===== src/rtl/alu_seq_pkg.sv =====
`default_nettype none
// ============================================================================
//  Module      : alu_seq_pkg
//  Description : Shared types and helpers for the ALU sequencer: opcode and
//                state encodings plus the per-opcode iteration count.
//  Revision    : 1.0 - initial release
// ============================================================================
package alu_seq_pkg;

  typedef enum logic [1:0] {
    OP_DIV  = 2'b00,
    OP_SQRT = 2'b01,
    OP_MUL  = 2'b10,
    OP_RSV  = 2'b11
  } op_t;

  typedef enum logic [2:0] {
    ST_IDLE   = 3'd0,
    ST_CHECK  = 3'd1,
    ST_INIT   = 3'd2,
    ST_ITER   = 3'd3,
    ST_FINISH = 3'd4,
    ST_ERROR  = 3'd5
  } seq_state_t;

  // Sqrt retires two bits per step, so it needs half the iterations (rounded up).
  function automatic int unsigned iter_count(input op_t op, input int unsigned width);
    if (op == OP_SQRT) begin
      return (width + 1) / 2;
    end
    return width;
  endfunction

endpackage
`default_nettype wire


===== src/rtl/iter_counter.sv =====
`default_nettype none
// ============================================================================
//  Module      : iter_counter
//  Description : Loadable up-counter with clear, enable and a terminal-count
//                flag that compares against a run-time terminal value.
//  Revision    : 1.0 - initial release
// ============================================================================
module iter_counter #(
  parameter int CNT_W = 4
) (
  input  logic             clk,
  input  logic             rst,
  input  logic             clr,
  input  logic             load,
  input  logic [CNT_W-1:0] load_val,
  input  logic             en,
  input  logic [CNT_W-1:0] term,
  output logic [CNT_W-1:0] count,
  output logic             tc
);

  // Counter register: clear dominates load, load dominates increment.
  always_ff @(posedge clk) begin
    if (rst || clr) begin
      count <= '0;
    end else if (load) begin
      count <= load_val;
    end else if (en) begin
      count <= count + CNT_W'(1);
    end
  end

  assign tc = (count == term);

endmodule
`default_nettype wire


===== src/rtl/alu_sequencer.sv =====
`default_nettype none
// ============================================================================
//  Module      : alu_sequencer
//  Description : Moore controller for the shared iterative multiply / divide /
//                sqrt datapath. Captures opcode and operand flags on start,
//                screens illegal operations, then issues one init cycle and
//                N step cycles, reporting busy/done/error/result sign.
//  Options     : ALU_SEQ_PENDING_START_EN - one-deep buffer for a start that
//                arrives while busy; replayed straight after FINISH/ERROR.
//  Revision    : 1.0 - initial release
// ============================================================================
module alu_sequencer
  import alu_seq_pkg::*;
#(
  parameter int WORD_LENGHT = 8,
  parameter int CNT_W       = $clog2(WORD_LENGHT) + 1
) (
  input  logic                   clk,
  input  logic                   rst,
  input  logic                   start_in,
  input  logic [1:0]             opCode,
  input  logic                   sign_1,
  input  logic                   sign_2,
  input  logic [WORD_LENGHT-1:0] operand_2,
  output logic [1:0]             dp_sel,
  output logic                   dp_init,
  output logic                   dp_step,
  output logic [CNT_W-1:0]       step_idx,
  output logic                   busy,
  output logic                   done,
  output logic                   error,
  output logic                   result_sign,
  output logic                   result_valid
);

  seq_state_t       state;
  op_t              cap_op;
  logic             cap_s1;
  logic             cap_s2;
  logic             cap_zero;

  logic [CNT_W-1:0] last_idx;
  logic             cnt_clr;
  logic             cnt_en;
  logic             cnt_tc;
  logic             illegal;

  // Source of the operation being accepted this cycle (live inputs or buffer).
  logic             acc_go;
  op_t              acc_op;
  logic             acc_s1;
  logic             acc_s2;
  logic             acc_zero;

`ifdef ALU_SEQ_PENDING_START_EN
  logic             pend_valid;
  op_t              pend_op;
  logic             pend_s1;
  logic             pend_s2;
  logic             pend_zero;
`endif

  assign illegal  = ((cap_op == OP_SQRT) && cap_s1) ||
                    ((cap_op == OP_DIV) && cap_zero) ||
                    (cap_op == OP_RSV);
  assign last_idx = CNT_W'(iter_count(cap_op, WORD_LENGHT) - 1);

  // The counter only runs in ITER; it holds N-1 through the exit cycle and
  // is cleared everywhere else so step_idx reads 0 when not iterating.
  assign cnt_clr  = (state != ST_ITER);
  assign cnt_en   = (state == ST_ITER) && !cnt_tc;

  iter_counter #(
    .CNT_W (CNT_W)
  ) u_iter_counter (
    .clk      (clk),
    .rst      (rst),
    .clr      (cnt_clr),
    .load     (1'b0),
    .load_val ('0),
    .en       (cnt_en),
    .term     (last_idx),
    .count    (step_idx),
    .tc       (cnt_tc)
  );

  // Select which operation (if any) is accepted this cycle.
  always_comb begin
    acc_op   = op_t'(opCode);
    acc_s1   = sign_1;
    acc_s2   = sign_2;
    acc_zero = (operand_2 == '0);
`ifdef ALU_SEQ_PENDING_START_EN
    if (pend_valid && ((state == ST_FINISH) || (state == ST_ERROR))) begin
      acc_op   = pend_op;
      acc_s1   = pend_s1;
      acc_s2   = pend_s2;
      acc_zero = pend_zero;
    end
    acc_go = ((state == ST_IDLE) && start_in) ||
             (((state == ST_FINISH) || (state == ST_ERROR)) && (pend_valid || start_in));
`else
    acc_go = (state == ST_IDLE) && start_in;
`endif
  end

  // Sequencer FSM with registered outputs.
  always_ff @(posedge clk) begin
    if (rst) begin
      state        <= ST_IDLE;
      cap_op       <= OP_DIV;
      cap_s1       <= 1'b0;
      cap_s2       <= 1'b0;
      cap_zero     <= 1'b0;
      dp_sel       <= 2'b00;
      dp_init      <= 1'b0;
      dp_step      <= 1'b0;
      busy         <= 1'b0;
      done         <= 1'b0;
      error        <= 1'b0;
      result_sign  <= 1'b0;
      result_valid <= 1'b0;
    end else begin
      dp_init <= 1'b0;
      done    <= 1'b0;
      if (acc_go) begin
        state        <= ST_CHECK;
        cap_op       <= acc_op;
        cap_s1       <= acc_s1;
        cap_s2       <= acc_s2;
        cap_zero     <= acc_zero;
        dp_sel       <= acc_op;
        busy         <= 1'b1;
        error        <= 1'b0;
        result_sign  <= 1'b0;
        result_valid <= 1'b0;
      end else begin
        case (state)
          ST_IDLE: begin
            busy <= 1'b0;
          end
          ST_CHECK: begin
            if (illegal) begin
              state <= ST_ERROR;
              done  <= 1'b1;
              error <= 1'b1;
            end else begin
              state   <= ST_INIT;
              dp_init <= 1'b1;
            end
          end
          ST_INIT: begin
            state   <= ST_ITER;
            dp_step <= 1'b1;
          end
          ST_ITER: begin
            if (cnt_tc) begin
              state        <= ST_FINISH;
              dp_step      <= 1'b0;
              done         <= 1'b1;
              result_valid <= 1'b1;
              result_sign  <= (cap_op == OP_SQRT) ? 1'b0 : (cap_s1 ^ cap_s2);
            end
          end
          ST_FINISH, ST_ERROR: begin
            state  <= ST_IDLE;
            busy   <= 1'b0;
            dp_sel <= 2'b00;
          end
          default: begin
            state   <= ST_IDLE;
            busy    <= 1'b0;
            dp_sel  <= 2'b00;
            dp_step <= 1'b0;
          end
        endcase
      end
    end
  end

`ifdef ALU_SEQ_PENDING_START_EN
  // One-deep pending buffer: filled by a start during CHECK/INIT/ITER, drained
  // when the FINISH/ERROR cycle replays it; extra starts while full are dropped.
  always_ff @(posedge clk) begin
    if (rst) begin
      pend_valid <= 1'b0;
      pend_op    <= OP_DIV;
      pend_s1    <= 1'b0;
      pend_s2    <= 1'b0;
      pend_zero  <= 1'b0;
    end else if (acc_go && pend_valid && (state != ST_IDLE)) begin
      pend_valid <= 1'b0;
    end else if (start_in && !pend_valid &&
                 ((state == ST_CHECK) || (state == ST_INIT) || (state == ST_ITER))) begin
      pend_valid <= 1'b1;
      pend_op    <= op_t'(opCode);
      pend_s1    <= sign_1;
      pend_s2    <= sign_2;
      pend_zero  <= (operand_2 == '0);
    end
  end
`endif

endmodule
`default_nettype wire


===== config.mk =====
export PLATFORM = sky130hd
export DESIGN_NAME = alu_sequencer
export DESIGN_NICKNAME = d
export VERILOG_FILES = /design/src/rtl/alu_seq_pkg.sv /design/src/rtl/iter_counter.sv /design/src/rtl/alu_sequencer.sv
export SDC_FILE = /design/constraint.sdc
export NUM_CORES = 1
export LEC_CHECK = 0
export CORE_MARGIN = 1
export CORE_UTILIZATION = 30
export DETAILED_ROUTE_END_ITERATION = 7
export GPL_TIMING_DRIVEN = 1
export PLACE_DENSITY = 0.59
export SLEW_MARGIN = 20
export SYNTH_ARGS = -nofsm -noshare
export SYNTH_HDL_FRONTEND = slang
export SYNTH_SLANG_ARGS = --single-unit
export TNS_END_PERCENT = 1

===== constraint.sdc =====
create_clock -name clk -period 1.3 [get_ports clk]
set_input_delay 0.26 -clock clk [delete_from_list [all_inputs] [get_ports clk]]
set_output_delay 0.26 -clock clk [all_outputs]
set_load 0.03 [all_outputs]

==> flow_summary.yaml <==
run_status:
  status: "complete, but fails checks"
  failed_checks: "DRC"
synth:
  synth_xor_xnor_area_share_pct: 3.70
  seq_area_frac_synth_pct: 46.0
  yosysWarnings: 0
  synth.area.mux_share_pct: 3.29
  syn_area_um2: 913
  syn_inst: 101
  synth.distinct_cells: 30
  synth-compound-area-share_pct: 15.6
  synth_top_family_by_area: "simple AND/OR/NAND/NOR gates"
  ys_ff_latch: 21
  yosys.area_share.simple_pct: 27.5
  avgSynthCellArea_um2: 9.04
  synth_fp_nets: 117
  synth_adder_area_share_pct: 1.37
layout:
  final_nets: 161
  final.fill_count: 285
  n_antenna_cell: 0
  area_growth_pct: 51.0
  final_common_cell: "buf_4"
  stdcell_count: 175
  regArea_um2: 434
  drive_gt1_share_pct: 34.7
  final_cell_mix: "buf_4 (20), nand2_1 (16), dfxtp_1 (14), clkdlybuf4s50_1 (14), a21oi_1 (9)"
  multi_input_area_um2: 514
cts:
  clock_latency_ns: 0.32
  cts_root_buffer: "clkbuf_4"
  cts_hold_buffers: 0
  clockBufferDepth: 2
  cts_tree: "built"
  cts.clk_slew.worst_paths_ns: 0.13
  cts_max_level: 1
  cts_buffers: 3
  cts.sinks: 21
sta:
  hold_viol: 0
  hold_ws_ns: 0.471
  fin_worst_skew_ns: 0.0155
  max_clock_freq_mhz: 795
  min_period_ns: 1.26
  rsz0062_at_grt: "false"
  slew_headroom_pct: 80.8
  slew_viol_final: 0
  tightest_slew_ns: 0.286
  fin_ws_ns: 0.0426
  min_period_over_period_pct: 96.7
  setup_viol: 0
  fin_tns_setup_ns: 0
global_route:
  grt_max_degree: 14
  grt_pass1_wl_um: 3570
  grt_pass1_vias: 897
  grt_remaining_overflow: 0
  antenna_found_initial: 0
  grt_usage_pct: 14.1
worst_setup_path:
  crit_chain: "clkdlybuf4s18_2"
  crit_required_ns: 1.04
  crit_path_max_incr_delay_ns: 0.38
  cp.arrival_ns: 1.00
  crit_fanout: 2
  path_buf_inv: 1
  start_kind: "flip-flop"
  critPathSlowestCell: "dfxtp_1"
  cp_top_family: "flip-flops"
  crit_type: "flip-flop to primary output"
  endpoint_kind: "primary output"
hold_path:
  hold_path.class: "flip-flop to flip-flop"
power_and_ir_drop:
  irDropWorstVdd_v: 0.000456
  p_switching_uw: 392
  power_frac_seq_pct: 53.0
  total_power_uw: 1340
  leakagePower_uw: 0.000528
  switching_share_pct: 29.2
  intPower_uw: 950
  power.share.clock_pct: 24.8
  p_comb_share_pct: 22.1
  p_per_area_nw_per_um2: 973
floorplanning:
  coreArea_um2: 2830
  die_h_um: 57.2
  rows: 19
  initial_core_util_pct: 32.3
  die_w_um: 57.2
  ios: 28
  die_area_um2: 3270
place:
  post-place-ws_ns: -0.173
  portBuffers: 27
  dp_hpwl_um: 1640
  gp_congestion: 0.782
  dp.cells: 171
drt:
  drc: 2
  vias_per_cell: 5.01
  wire_per_inst_um: 11.9
  dr_total_vias: 876
  drt_iter0_drc: 15
  drtAntennaViolNets: 0
  totalWireLength_um: 2090
  dr.pass1.iters: 6
job:
  cap_violations: 0
-- per-stage QoR --
step	area, µm²	util (%)
2_1_floorplan	918	-
3_3_place_gp	1320	46.6
3_5_place_dp	1320	46.6
4_1_cts	1360	47.9
5_1_grt	1380	48.7
6_report	1380	48.7
-- Yosys cell counts, drive strengths merged --
cell	instances	area [µm²]
nand3	5	25.0
inv	1	3.75
a31oi	1	6.26
dfxtp	21	420
nand2	16	60.1
o21ai	2	10.0
buf	2	10.0
a32o	2	20.0
o31ai	1	7.51
nor4	2	12.5
a2111oi	1	15.0
nor4b	1	23.8
nand2b	4	32.5
o211ai	1	7.51
o21a	3	22.5
nor3	9	45.0
xor2	3	33.8
nand4b	1	8.76
o31a	1	8.76
a21oi	9	45.0
nor2	8	37.5
clkbuf	2	8.75
mux2i	3	30.0
and3	1	6.26
ha	1	12.5
-- sequential cells by signal, summed over array words and instances, names as in the netlist, 2 cells and up --
signal,flops
dp_sel,2
u_iter_counter.count,4
cap_op,2
state,3
-- final cells by class --
class                      count  share of cell area, %
multi-input combinational     75                   37.3
timing repair buffer          43                   26.0
inverter                       1                  0.272
sequential                    21                   31.5
tap                           31                   2.81
clock inverter                 1                  0.454
clock buffer                   3                   1.63
-- metal layers --
layer | part of all wire, % | up-vias | track usage (%)
met1 | 44 | 403 | 15.5
met5 | 0 | - | 0
met2 | 50 | 26 | 26.6
met3 | 4.5 | 3 | 2.72
met4 | 1.2 | 0 | 5.23
li1 | - | 444 | -
-- worst paths after layout --
check	to	start	slack (ns)	depth (start not counted)
worst min register to register	cap_zero	cap_zero	0.47	2
worst max-delay path	dp_step	dp_step	0.04	1
worst max register to register	result_sign	cap_op[1]	0.07	5
worst min-delay path	cap_zero	cap_zero	0.47	2
-- power by group through the flow --
stage,combinational (µW),sequential [µW],clock [µW]
floorplan,133,742,0
detailed placement,297,725,0
global placement,294,724,0
global route,324,718,376
CTS,293,712,350
finish,297,712,333
-- cell families (layout without fill, tap and decap cells) --
kind of cell	after synthesis	count (layout)
compound gates	21	21
flops	21	21
simple gates	47	47
fa+ha+maj	1	1
buf+inv	5	48
mux	3	3
xor+xnor	3	3
-- timing repair --
item,CTS,global route
gates cloned,0,0
endpoints found under the setup margin,10,20
gates resized for setup,24,19
setup buffers,0,0
(Power assumes the default switching activity.)
